--- src/rtl/ece429_fetch_pkg.sv ---
// Shared definitions for the fetch stage: widths, reset PC, bubble word and FSM states.
package ece429_fetch_pkg;

    localparam int unsigned INSN_W = 32;

    localparam logic [0:INSN_W-1] NOP_INSN         = 32'h0000_0000;
    localparam logic [0:INSN_W-1] RESET_PC_DEFAULT = 32'h8002_0000;
    localparam logic [0:INSN_W-1] PC_STEP          = 32'd4;

    typedef enum logic [1:0] {
        S_IDLE = 2'd0,
        S_WAIT = 2'd1,
        S_HOLD = 2'd2
    } fetch_state_e;

    function automatic logic [0:INSN_W-1] word_align(input logic [0:INSN_W-1] addr);
        return addr & 32'hFFFF_FFFC;
    endfunction

endpackage

--- src/rtl/ece429_fetch_if.sv ---
// Instruction-memory bus: single-outstanding request/valid handshake.
interface ece429_fetch_if;
    import ece429_fetch_pkg::*;

    logic              req;
    logic [0:INSN_W-1] addr;
    logic              valid;
    logic [0:INSN_W-1] data;

    modport master (output req, addr, input valid, data);
    modport slave  (input req, addr, output valid, data);

endinterface

--- src/rtl/ece429_fetch_holdbuf.sv ---
// One-entry {insn, pc} skid register that catches a response arriving while decode stalls.
module ece429_fetch_holdbuf
    import ece429_fetch_pkg::*;
(
    input  logic              i_clock,
    input  logic              i_reset_n,
    input  logic              i_load,
    input  logic              i_clear,
    input  logic [0:INSN_W-1] i_insn,
    input  logic [0:INSN_W-1] i_pc,
    output logic [0:INSN_W-1] o_insn,
    output logic [0:INSN_W-1] o_pc,
    output logic              o_full
);

    logic [0:INSN_W-1] r_insn;
    logic [0:INSN_W-1] r_pc;
    logic              r_full;

    // Clear wins so a redirect in the same cycle discards a capture.
    always_ff @(posedge i_clock or negedge i_reset_n) begin
        if (!i_reset_n) begin
            r_insn <= NOP_INSN;
            r_pc   <= '0;
            r_full <= 1'b0;
        end else if (i_clear) begin
            r_insn <= NOP_INSN;
            r_pc   <= '0;
            r_full <= 1'b0;
        end else if (i_load) begin
            r_insn <= i_insn;
            r_pc   <= i_pc;
            r_full <= 1'b1;
        end
    end

    assign o_insn = r_insn;
    assign o_pc   = r_pc;
    assign o_full = r_full;

endmodule

--- src/rtl/ece429_fetch.sv ---
// Instruction-fetch stage: PC, memory handshake FSM, squash tracking and the decode-facing register.
module ece429_fetch
    import ece429_fetch_pkg::*;
#(
    parameter logic [0:INSN_W-1] RESET_PC = RESET_PC_DEFAULT
) (
    input  logic              i_clock,
    input  logic              i_reset_n,
    ece429_fetch_if.master    imem_bus,
    input  logic              i_stall,
    input  logic              i_redirect_valid,
    input  logic [0:INSN_W-1] i_redirect_pc,
    output logic [0:INSN_W-1] o_insn_out,
    output logic [0:INSN_W-1] o_pc_out,
    output logic              o_insn_valid
);

    fetch_state_e      r_state;
    logic [0:INSN_W-1] r_pc;
    logic              r_squash;
    logic              r_req;
    logic [0:INSN_W-1] r_addr;
    logic [0:INSN_W-1] r_insn;
    logic [0:INSN_W-1] r_pc_out;
    logic              r_insn_valid;

    logic [0:INSN_W-1] w_target;
    logic [0:INSN_W-1] w_pc_next;
    logic              w_out_free;
    logic              w_hb_load;
    logic              w_hb_clear;
    logic [0:INSN_W-1] w_hb_insn;
    logic [0:INSN_W-1] w_hb_pc;
    logic              w_hb_full;

    assign w_target   = word_align(i_redirect_pc);
    assign w_pc_next  = r_pc + PC_STEP;
    assign w_out_free = !r_insn_valid || !i_stall;
    assign w_hb_clear = i_redirect_valid || (r_state == S_HOLD && !i_stall);
    assign w_hb_load  = !i_redirect_valid && r_state == S_WAIT && imem_bus.valid && !r_squash
                        && !w_out_free;

    ece429_fetch_holdbuf u_holdbuf (
        .i_clock   (i_clock),
        .i_reset_n (i_reset_n),
        .i_load    (w_hb_load),
        .i_clear   (w_hb_clear),
        .i_insn    (imem_bus.data),
        .i_pc      (r_addr),
        .o_insn    (w_hb_insn),
        .o_pc      (w_hb_pc),
        .o_full    (w_hb_full)
    );

    always_ff @(posedge i_clock or negedge i_reset_n) begin
        if (!i_reset_n) begin
            r_state      <= S_IDLE;
            r_pc         <= RESET_PC;
            r_squash     <= 1'b0;
            r_req        <= 1'b0;
            r_addr       <= '0;
            r_insn       <= NOP_INSN;
            r_pc_out     <= '0;
            r_insn_valid <= 1'b0;
        end else if (i_redirect_valid) begin
            r_insn_valid <= 1'b0;
            r_insn       <= NOP_INSN;
            r_pc_out     <= '0;
            r_pc         <= w_target;
            // With a squash already pending the in-flight response still has to drain.
            if (!r_squash) begin
                unique case (r_state)
                    S_WAIT: begin
                        if (imem_bus.valid) r_addr <= w_target;
                        else                r_squash <= 1'b1;
                    end
                    default: begin
                        r_req   <= 1'b1;
                        r_addr  <= w_target;
                        r_state <= S_WAIT;
                    end
                endcase
            end
        end else begin
            if (!i_stall) begin
                r_insn_valid <= 1'b0;
                r_insn       <= NOP_INSN;
            end
            unique case (r_state)
                S_IDLE: begin
                    r_req   <= 1'b1;
                    r_addr  <= r_pc;
                    r_state <= S_WAIT;
                end
                S_WAIT: begin
                    if (imem_bus.valid) begin
                        if (r_squash) begin
                            r_squash <= 1'b0;
                            r_addr   <= r_pc;
                        end else if (w_out_free) begin
                            r_insn       <= imem_bus.data;
                            r_pc_out     <= r_addr;
                            r_insn_valid <= 1'b1;
                            r_pc         <= w_pc_next;
                            r_addr       <= w_pc_next;
                        end else begin
                            r_pc    <= w_pc_next;
                            r_req   <= 1'b0;
                            r_state <= S_HOLD;
                        end
                    end
                end
                S_HOLD: begin
                    if (!i_stall) begin
                        r_insn       <= w_hb_insn;
                        r_pc_out     <= w_hb_pc;
                        r_insn_valid <= w_hb_full;
                        r_req        <= 1'b1;
                        r_addr       <= r_pc;
                        r_state      <= S_WAIT;
                    end
                end
                default: r_state <= S_IDLE;
            endcase
        end
    end

    assign imem_bus.req  = r_req;
    assign imem_bus.addr = r_addr;
    assign o_insn_out    = r_insn;
    assign o_pc_out      = r_pc_out;
    assign o_insn_valid  = r_insn_valid;

endmodule

--- src/flat_wrapper.sv ---
// flat-port wrapper written by rule: the top's interface ports become plain ports
module ece429_fetch_flat import ece429_fetch_pkg::*;
#(
    parameter logic [0:INSN_W-1] RESET_PC = RESET_PC_DEFAULT
)
  (i_clock, i_reset_n, i_stall, i_redirect_valid, i_redirect_pc, o_insn_out, o_pc_out, o_insn_valid, imem_bus_req, imem_bus_addr, imem_bus_valid, imem_bus_data);
  ece429_fetch_if imem_bus_i ();
  input  logic i_clock;
  input  logic i_reset_n;
  input  logic i_stall;
  input  logic i_redirect_valid;
  input  logic [0:INSN_W-1] i_redirect_pc;
  output logic [0:INSN_W-1] o_insn_out;
  output logic [0:INSN_W-1] o_pc_out;
  output logic o_insn_valid;
  output wire logic [$bits(imem_bus_i.req)-1:0] imem_bus_req;
  output wire logic [$bits(imem_bus_i.addr)-1:0] imem_bus_addr;
  input wire logic [$bits(imem_bus_i.valid)-1:0] imem_bus_valid;
  input wire logic [$bits(imem_bus_i.data)-1:0] imem_bus_data;
  assign imem_bus_req = imem_bus_i.req;
  assign imem_bus_addr = imem_bus_i.addr;
  assign imem_bus_i.valid = imem_bus_valid;
  assign imem_bus_i.data = imem_bus_data;
  ece429_fetch #(.RESET_PC(RESET_PC)) u_core (.i_clock(i_clock), .i_reset_n(i_reset_n), .imem_bus(imem_bus_i), .i_stall(i_stall), .i_redirect_valid(i_redirect_valid), .i_redirect_pc(i_redirect_pc), .o_insn_out(o_insn_out), .o_pc_out(o_pc_out), .o_insn_valid(o_insn_valid));
endmodule
--- config.mk ---
export PLATFORM = sky130hd
export DESIGN_NAME = ece429_fetch_flat
export DESIGN_NICKNAME = d
export VERILOG_FILES = /design/src/rtl/ece429_fetch_pkg.sv /design/src/rtl/ece429_fetch_if.sv /design/src/rtl/ece429_fetch_holdbuf.sv /design/src/rtl/ece429_fetch.sv /design/src/flat_wrapper.sv
export SDC_FILE = /design/constraint.sdc
export NUM_CORES = 1
export LEC_CHECK = 0
export CORE_UTILIZATION = 57
export DETAILED_ROUTE_END_ITERATION = 10
export GPL_TIMING_DRIVEN = 0
export PLACE_DENSITY = 0.91
export SYNTH_ARGS = -nofsm -noshare
export SYNTH_HDL_FRONTEND = slang
export SYNTH_SLANG_ARGS = --single-unit
--- constraint.sdc ---
create_clock -name i_clock -period 5.25 [get_ports i_clock]
set_input_delay 0.7875 -clock i_clock [delete_from_list [all_inputs] [get_ports i_clock]]
set_output_delay 0.7875 -clock i_clock [all_outputs]
set_load 0.02 [all_outputs]
==> results of run 1 <==
## final timing paths
kind | end | slack (ns)
max | u_core.o_pc_out[18] | 2.01
min | u_core.r_pc[22] | 0.25
max reg2reg | u_core.o_pc_out[18] | 2.01
min reg2reg | u_core.o_insn_out[21] | 0.49
max in group asynchronous | u_core.o_insn_out[22] | 4.02
min in group i_clock | u_core.o_insn_out[21] | 0.49
## cell usage in the layout, fill, tap and decap left out, types with 7 or more instances in the layout
cell type / instances
mux2_2: 11
xnor2_1: 24
nand2b_1: 11
a22oi_1: 33
clkdlybuf4s50_1: 162
nand2_1: 91
buf_2: 17
buf_1: 7
mux2i_1: 41
nor2_1: 69
a21oi_1: 14
a211oi_1: 35
nor4_1: 15
inv_1: 9
a21boi_0: 7
clkbuf_1: 54
nor3_1: 22
nand3_1: 21
a22o_1: 63
nand4_1: 18
xor2_1: 21
clkbuf_16: 17
dfrtp_1: 191
o21ai_0: 62
## cells by family (layout without fill, tap and decap cells)
group                    after synthesis  after routing
buffers and inverters                 90            286
AND/OR/NAND/NOR                      277            277
XOR/XNOR                              45             45
adder cells (fa/ha/maj)                5              5
flip-flops                           193            193
multiplexers                          52             52
AO/OA/AOI/OAI                        255            255
## registers in the layout, summed over array words and instances, names as in the netlist
signal                   cells
u_core.o_insn_out           32
u_core.u_holdbuf.o_insn     32
u_core.imem_bus.addr        31
u_core.o_pc_out             31
u_core.u_holdbuf.o_pc       31
u_core.r_pc                 30
u_core.r_state               2
u_core.imem_bus.req          1
u_core.o_insn_valid          1
u_core.r_squash              1
u_core.u_holdbuf.o_full      1
## power by group through the flow
stage | clock network (uW) | registers, uW | logic, uW
finish | 1270 | 2070 | 2050
global route | 1330 | 2100 | 2190
CTS | 1270 | 2060 | 2030
detailed placement | 0 | 2090 | 2020
global placement | 0 | 2070 | 1950
floorplan | 0 | 2280 | 850
## per-layer routing
layer	vias to the layer above	share of wire (%)	track usage (%)
met5	-	0	0
met4	0	3.3	13.95
met2	476	47	52.28
met1	4153	41	44.04
met3	88	8.8	8.364
li1	3732	-	-
## cell type report
cell class              count  area, um2  share of cell area (%)
clock buffers              19      452.9                   3.817
flip-flops and latches    193       4832                   40.72
multi-input cells         634       4150                   34.97
repair buffers            164       1664                   14.02
well taps                 216      270.3                   2.277
inverters                   9      33.78                  0.2847
plain buffers              81      340.3                   2.868
clock inverters            13      123.9                   1.044
## per-stage QoR
step | hold slack, ns | utilization (%) | cell area [um2] | instances
5_1_grt | 0.3163 | 74.44 | 11870 | 1329
4_1_cts | 0.3124 | 74.44 | 11870 | 1329
2_1_floorplan | 0.4501 | - | 9356 | 917
3_3_place_gp | 0.4605 | 70.62 | 11260 | 1296
6_report | 0.2504 | 74.44 | 11870 | 1329
3_5_place_dp | 0.4716 | 70.82 | 11290 | 1297
==> impl_metrics.csv, run 1 <==
group,metric,value,unit
run_status,outcome,"finished clean",
logic_synthesis,yosys.area_share.simple,14.27,%
sta,finalCriticalPeriod,3.245,ns
die,rows,46,
logic_synthesis,synth_top_family_by_area,"compound AO/OA/AOI/OAI gates",
final_layout,area_growth,26.84,%
global_route,grt_pass1_vias,8145,
logic_synthesis,syn_nets,991,
logic_synthesis,ys_seq_elements,193,
die,design.core.area,15940,um2
drt,ant_nets,0,
die,start_util,58.69,%
drt,routed_wl,27200,um
logic_synthesis,synth-edff-count,0,
worst_hold_path,hold_path_class,"input pin to async pin",
pwr,p_leak,0.004788,uW
sta,setup_slack,2.005,ns
critical_path,cp_num_cells,9,
job,drv_cap,0,
drt,dr.first_iter.drc_count,845,
placed_design,dp_hpwl,19460,um
pwr,p_per_area,453.9,nW/um2
critical_path,r2r-start,"u_core.r_state[1]",
critical_path,max_stage_delay,0.78,ns
critical_path,cp-end-kind,"flop",
logic_synthesis,synth-adder-area-share,0.6686,%
critical_path,worst_ep_required_time,5.59,ns
sta,fin_tns_setup,0,ns
logic_synthesis,synth_ff_type,"dfrtp_1",
final_layout,drive_above_1_share,6.649,%
clock_tree,cts_buffers,17,
clock_tree,cts_resized,0,
critical_path,cp-start-kind,"flop",
pwr,power.net_switching,2124,uW
die,die_area,16930,um2
critical_path,path_max_fanout,10,
pwr,swShare,39.44,%
logic_synthesis,async_flop_share,100.0,%
pwr,ir_drop,275.0,uV
global_route,grt_max_degree,125,
global_route,grt_pass1_wl,42650,um
critical_path,crit_path_top_delay_cell,"o32ai_2",
sta,slew_headroom,10.79,%
logic_synthesis,synth-xor-area-share,4.212,%
sta,hold_violations,0,
logic_synthesis,synth_seq_area_share,51.64,%
pwr,p_comb_share,38.0,%
drt,vias,8449,
sta,fin_crit_sh,61.80,%
sta,setup_viol,0,
sta,fin_skew,0.01218,ns
logic_synthesis,yosys_warnings,0,
final_layout,fillers,1106,
die,io_pins,167,
pwr,intPower,3262,uW
logic_synthesis,synth.most_common_cell,"dfrtp_1",
die,die_h,130.1,um
logic_synthesis,synth_top_area_share,51.08,%
pwr,pwr-share-seq,38.4,%
critical_path,crit_type,"flop to flop",
clock_tree,numClockSinks,193,
placed_design,io_buffers,163,
logic_synthesis,synth.mux.area_fraction,5.710,%
critical_path,critPathLaunch,"u_core.r_state[1]",
clock_tree,cts_tree,"yes",
critical_path,worstPathArrival,3.59,ns
critical_path,worst-path-buf-inv,4,
drt,dr.pass1.iters,5,
logic_synthesis,synthTopCellsByArea,"dfrtp_1 (51%), a22o_1 (5.9%), mux2i_1 (4.4%)",
clock_tree,post_cts_buffers,0,
logic_synthesis,syn-cell-area,9356,um2
pwr,clockPowerShare,23.6,%
placed_design,pre_cts_slack,1.787,ns
critical_path,crit_chain,"inv_1, ha_1, clkbuf_1, nand3b_1, buf_1, o32ai_2, buf_2, nor2_1, a211oi_1",
clock_tree,clk_pin_slew,0.08,ns
global_route,antenna_found_initial,0,
pwr,p_total,5386,uW
placed_design,gp_congestion,0.9667,
logic_synthesis,synth_compound_area_share,19.50,%
logic_synthesis,syn_inst,917,
logic_synthesis,yosys.area.top_type,"dfrtp_1",
drt,wire_per_inst,20.47,um
drt,viasPerCell,6.357,
drt,drc_errors,0,
clock_tree,htreeDepth,4,
logic_synthesis,synthTopCellsByCount,"dfrtp_1 (191), nand2_1 (91), nor2_1 (69), a22o_1 (63), o21ai_0 (62)",
sta,worstMarginPinSlew,1.328,ns
sta,rsz0062_at_grt,"no",
global_route,grt_usage,33.26,%
final_layout,antennaDiodeCount,0,
die,die_width,130.1,um
clock_tree,root_buffer,"clkbuf_16",
sta,slew_violations,0,
critical_path,rr_worst_depth,9,
logic_synthesis,synth_area_per_cell,10.20,um2
sta,fmax,308.2,MHz
clock_tree,insertion_delay,0.45,ns
critical_path,cpLargestDelayFamily,"buffers and inverters",
logic_synthesis,ys_types,61,
clock_tree,ctsHoldBuffers,0,
global_route,grt.overflow.total,0,
clock_tree,clockBufferDepth,2,
final_layout,nets,1174,
(Power assumes the default switching activity.)
==> inputs of run 2 (changes only) <==
- CORE_UTILIZATION: 57 -> 53
- PLACE_DENSITY: 0.91 -> 0.85
- clock period: 5.25 -> 3.2 ns (I/O delays scaled with it)
==> impl_metrics.csv, run 2 (synthesis results as in run 1) <==
group,metric,value,unit
drt,ant_nets,0,
critical_path,cp_num_cells,9,
global_route,grt_pass1_wl,44060,um
final_layout,final_area,11920,um2
sta,hold_violations,0,
die,die_h,134.9,um
sta,fin_tns_setup,0,ns
clock_tree,clockBufferDepth,2,
final_layout,area_growth,27.37,%
placed_design,gp_congestion,0.9908,
final_layout,nets,1174,
global_route,grt.overflow.total,0,
critical_path,worst_ep_required_time,3.54,ns
critical_path,crit_type,"flop to flop",
sta,finalCriticalPeriod,2.956,ns
sta,worstMarginPinSlew,1.093,ns
critical_path,r2r-start,"u_core.r_state[0]",
critical_path,cpLargestDelayFamily,"compound AO/OA/AOI/OAI gates",
drt,routed_wl,27530,um
critical_path,cp-end-kind,"flop",
worst_hold_path,hold_path_class,"input pin to async pin",
placed_design,dp_hpwl,19660,um
sta,fmax,338.3,MHz
die,io_pins,167,
final_layout,fillers,1296,
clock_tree,cts_tree,"yes",
clock_tree,root_buffer,"clkbuf_16",
clock_tree,numClockSinks,193,
final_layout,final_common_cell,"dfrtp_1",
critical_path,max_stage_delay,0.55,ns
critical_path,endpoint,"u_core.imem_bus.addr[4]",
clock_tree,insertion_delay,0.45,ns
die,die_area,18190,um2
critical_path,cp-start-kind,"flop",
sta,fin_crit_sh,92.37,%
critical_path,ff2ff_setup_slack,0.24,ns
job,drv_cap,0,
critical_path,rr_worst_depth,9,
global_route,antenna_found_initial,0,
clock_tree,cts_buffers,17,
drt,vias,8332,
die,start_util,54.09,%
global_route,grt_usage,31.64,%
clock_tree,clk_pin_slew,0.08,ns
sta,slew_violations,0,
drt,viasPerCell,6.227,
pwr,p_per_area,747.7,nW/um2
critical_path,critPathLaunch,"u_core.r_state[0]",
global_route,grt_max_degree,112,
critical_path,path_max_fanout,10,
placed_design,io_buffers,163,
sta,fin_hold_ws,0.001026,ns
sta,rsz0062_at_grt,"no",
pwr,ir_drop,440.0,uV
placed_design,place_area,11300,um2
drt,wire_per_inst,20.58,um
sta,fin_skew,0.01401,ns
critical_path,crit_top_cell,"inv_1",
die,rows,48,
critical_path,crit_chain,"inv_1, ha_1, clkbuf_2, inv_1, o31a_1, o211a_1, clkbuf_1, o21ai_0, a22oi_1",
sta,setup_slack,0.2443,ns
die,design.core.area,17300,um2
final_layout,antennaDiodeCount,0,
run_status,outcome,"finished clean",
final_layout,final_cell_mix,"dfrtp_1 (191), clkdlybuf4s50_1 (162), nand2_1 (91)",
global_route,grt_pass1_vias,8130,
drt,dr.pass1.iters,6,
drt,drc_errors,0,
pwr,p_leak,0.004803,uW
critical_path,worstPathArrival,3.29,ns
critical_path,worst-path-buf-inv,4,
sta,setup_viol,0,
drt,dr.first_iter.drc_count,993,
final_layout,drive_above_1_share,6.918,%
die,die_width,134.9,um
critical_path,r2r_end,"u_core.imem_bus.addr[4]",
clock_tree,htreeDepth,4,
sta,slew_headroom,26.47,%
placed_design,pre_cts_slack,0.05185,ns
critical_path,crit_path_top_delay_cell,"clkbuf_1",
==> run 2: changes by cell type in the layout (fill, tap and decap cells not counted), sizes merged <==
cell | previous run | this run
inv | 14 | 16
bufinv | 0 | 1
clkbuf | 73 | 72
clkinv | 7 | 6
clkinvlp | 1 | 0
==> run 2: worst register-to-register path, cell delays in order, from the launching register on <==
cell and delay (ns):
dfrtp_1 0.38, inv_1 0.08, ha_1 0.19, clkbuf_2 0.25, inv_1 0.20, o31a_1 0.24
o211a_1 0.34, clkbuf_1 0.55, o21ai_0 0.37, a22oi_1 0.27
==> run 2: final cells by class <==
class	count	area, um2	share of cell area (%)
flip-flops and latches	193	4832	40.55
multi-input cells	634	4170	34.99
repair buffers	164	1664	13.96
clock buffers	18	429.2	3.601
plain buffers	81	342.8	2.877
well taps	225	281.5	2.362
clock inverters	14	163.9	1.375
inverters	9	33.78	0.2835
==> run 2: repair_timing <==
| item | in CTS | in global routing |
|---|---|---|
| endpoints found under the setup margin | 14 | 22 |
| buffers inserted | 0 | 0 |
| gates resized for setup | 1 | 6 |
| hold buffers | 0 | 0 |
| pin swaps | 0 | 0 |
==> run 2: worst min-delay path by stage <==
stage	slack, ns	endpoint	cells after the start
after CTS	0.04	u_core.o_insn_out[25]	1
after global routing	0.05	u_core.u_holdbuf.o_insn[25]	1
after floorplan	0.18	u_core.imem_bus.addr[0]	0
after global placement	0.46	u_core.u_holdbuf.o_full	1
final	0.001	u_core.o_insn_out[25]	1
after detailed placement	0.47	u_core.o_insn_out[14]	2
==> run 2: layer usage <==
metal | track usage (%) | part of all wire [%] | up-vias
met5 | 0 | 0 | -
met4 | 13.23 | 3.0 | 0
met3 | 5.068 | 8.2 | 68
met2 | 48.25 | 47 | 412
met1 | 45.05 | 42 | 4129
li1 | - | - | 3723
==> run 2: metrics by stage <==
step / cells / utilization, % / total power [uW]
floorplan: 917 / - / 5137
global placement: 1305 / 65.15 / 6646
detailed placement: 1306 / 65.34 / 6744
CTS: 1338 / 68.80 / 8878
global route: 1338 / 68.90 / 9343
finish: 1338 / 68.90 / 8911
==> run 2: where the power goes <==
| part | internal (uW) | switching, uW |
|---|---|---|
| Combinational | 1390 | 1960 |
| Sequential | 2900 | 504 |
| Clock | 1110 | 1040 |
| Total | 5400 | 3510 |
==> inputs of run 3 (changes only) <==
- CORE_ASPECT_RATIO: default -> 0.6
- RECOVER_POWER: default -> 100
==> impl_metrics.csv, run 3 (synthesis results as in run 1) <==
group,metric,value,unit
drt,dr.pass1.iters,8,
final_layout,final_core_util,68.99,%
final_layout,nets,1174,
drt,vias,8410,
drt,drc_errors,0,
clock_tree,htreeDepth,4,
final_layout,fin_cells,1346,
global_route,antenna_found_initial,0,
critical_path,crit_top_cell,"clkbuf_1",
global_route,grt_pass1_vias,8093,
sta,slew_headroom,-30.99,%
pwr,p_per_area,741.5,nW/um2
die,io_pins,167,
run_status,outcome,"finished, violations left",
sta,fin_skew,0.01312,ns
final_layout,final_common_cell,"dfrtp_1",
clock_tree,clockBufferDepth,2,
pwr,power.net_switching,3622,uW
pwr,clockPowerShare,24.2,%
critical_path,crit_chain,"inv_1, ha_1, clkbuf_1, nand3b_1, clkbuf_1, nor2_1, nand3_1, xnor2_1, mux2_2",
pwr,p_comb_share,36.7,%
global_route,grt_max_degree,112,
drt,wire_per_inst,21.04,um
clock_tree,cts_buffers,17,
clock_tree,numClockSinks,193,
clock_tree,ctsHoldBuffers,0,
sta,worstMarginPinSlew,1.965,ns
critical_path,cp-end-kind,"flop",
pwr,intPower,5188,uW
drt,viasPerCell,6.248,
global_route,grt_usage,31.78,%
sta,rsz0062_at_grt,"no",
clock_tree,clk_pin_slew,0.08,ns
pwr,ir_drop,510.1,uV
job,drv_cap,1,
pwr,swShare,41.11,%
critical_path,worst-path-buf-inv,3,
placed_design,gp_congestion,0.9505,
final_layout,multiInputGateArea,4154,um2
clock_tree,root_buffer,"clkbuf_16",
drt,dr.first_iter.drc_count,951,
drt,ant_nets,0,
final_layout,fillers,1272,
sta,fin_crit_sh,96.72,%
clock_tree,cts_resized,1,
sta,hold_violations,0,
final_layout,antennaDiodeCount,0,
pwr,pwr-share-seq,39.1,%
final_layout,final_area,11880,um2
die,die_width,173.5,um
die,start_util,54.33,%
run_status,violations,"capacitance limit, slew limit",
sta,finalCriticalPeriod,3.095,ns
pwr,p_total,8810,uW
sta,fmax,323.1,MHz
final_layout,final_cell_mix,"dfrtp_1 (191), dlygate4sd3_1 (98), nand2_1 (91)",
critical_path,path_max_fanout,10,
critical_path,worst_ep_required_time,3.52,ns
die,die_area,18210,um2
sta,setup_viol,0,
sta,slew_violations,84,
global_route,grt_pass1_wl,44770,um
placed_design,place_area,11310,um2
placed_design,placed_cells_incl_taps,1315,
critical_path,crit_type,"flop to flop",
placed_design,dp_hpwl,20280,um
critical_path,crit_path_top_delay_cell,"nor2_1",
critical_path,cp-start-kind,"flop",
clock_tree,cts_tree,"yes",
final_layout,area_growth,26.99,%
placed_design,io_buffers,163,
critical_path,max_stage_delay,0.67,ns
sta,fin_tns_setup,0,ns
drt,routed_wl,28320,um
clock_tree,insertion_delay,0.43,ns
global_route,grt.overflow.total,0,
clock_tree,post_cts_buffers,0,
pwr,p_leak,0.004982,uW
critical_path,cpLargestDelayFamily,"simple AND/OR/NAND/NOR gates",
critical_path,worstPathArrival,3.42,ns
worst_hold_path,hold_path_class,"flop to flop",
final_layout,drive_above_1_share,6.205,%
die,design.core.area,17220,um2
critical_path,ff2ff_setup_slack,0.10,ns
die,rows,37,
final_layout,regArea,4832,um2
die,die_h,104.9,um
run 3: final cells by class:
cell class              count  area share (%)
clock inverters            14           1.411
clock buffers              17           3.580
plain buffers              81           2.843
inverters                   9          0.2843
flip-flops and latches    193           40.67
repair buffers            164           13.78
multi-input cells         634           34.96
well taps                 234           2.464
run 3: path summary, 6_finish.rpt:
| kind | start | to | cells past startpoint |
|---|---|---|---|
| worst max-delay path | u_core.r_state[1] | u_core.r_pc[23] | 9 |
| worst min-delay path | u_core.o_insn_out[9] | u_core.o_insn_out[9] | 2 |
| worst max register to register | u_core.r_state[1] | u_core.r_pc[23] | 9 |
| worst min register to register | u_core.o_insn_out[9] | u_core.o_insn_out[9] | 2 |
| max in group asynchronous | i_reset_n | u_core.r_pc[6] | 2 |
| min in group asynchronous | i_reset_n | u_core.o_pc_out[24] | 1 |
run 3: through the flow:
step	hold WS (ns)	worst slack, ns
5_1_grt	0.5029	0.007358
2_1_floorplan	0.1844	0.9617
3_3_place_gp	0.4595	-6.209
3_5_place_dp	0.4694	0.003851
6_report	0.4748	0.1048
4_1_cts	0.03902	0.09652
run 3: power groups by stage:
| stage | Clock, uW | Sequential, uW | Combinational, uW |
|---|---|---|---|
| final | 2130 | 3450 | 3230 |
| after global routing | 2230 | 3490 | 3460 |
| after CTS | 2130 | 3430 | 3340 |
| after detailed placement | 0 | 3470 | 3320 |
| after global placement | 0 | 3450 | 3230 |
| after floorplan | 0 | 3740 | 1390 |
run 3: per-layer routing:
layer	GRT usage (%)	vias up	part of all wire (%)
met5	0	-	0
met4	10.05	0	2.5
met3	9.971	57	11
met2	43.20	506	41
met1	47.78	4119	45
li1	-	3728	-
run 3: worst min-delay path: stages (launching register included):
cell,delay [ns]
dfrtp_1,0.34
nand2_1,0.04
o21ai_0,0.06
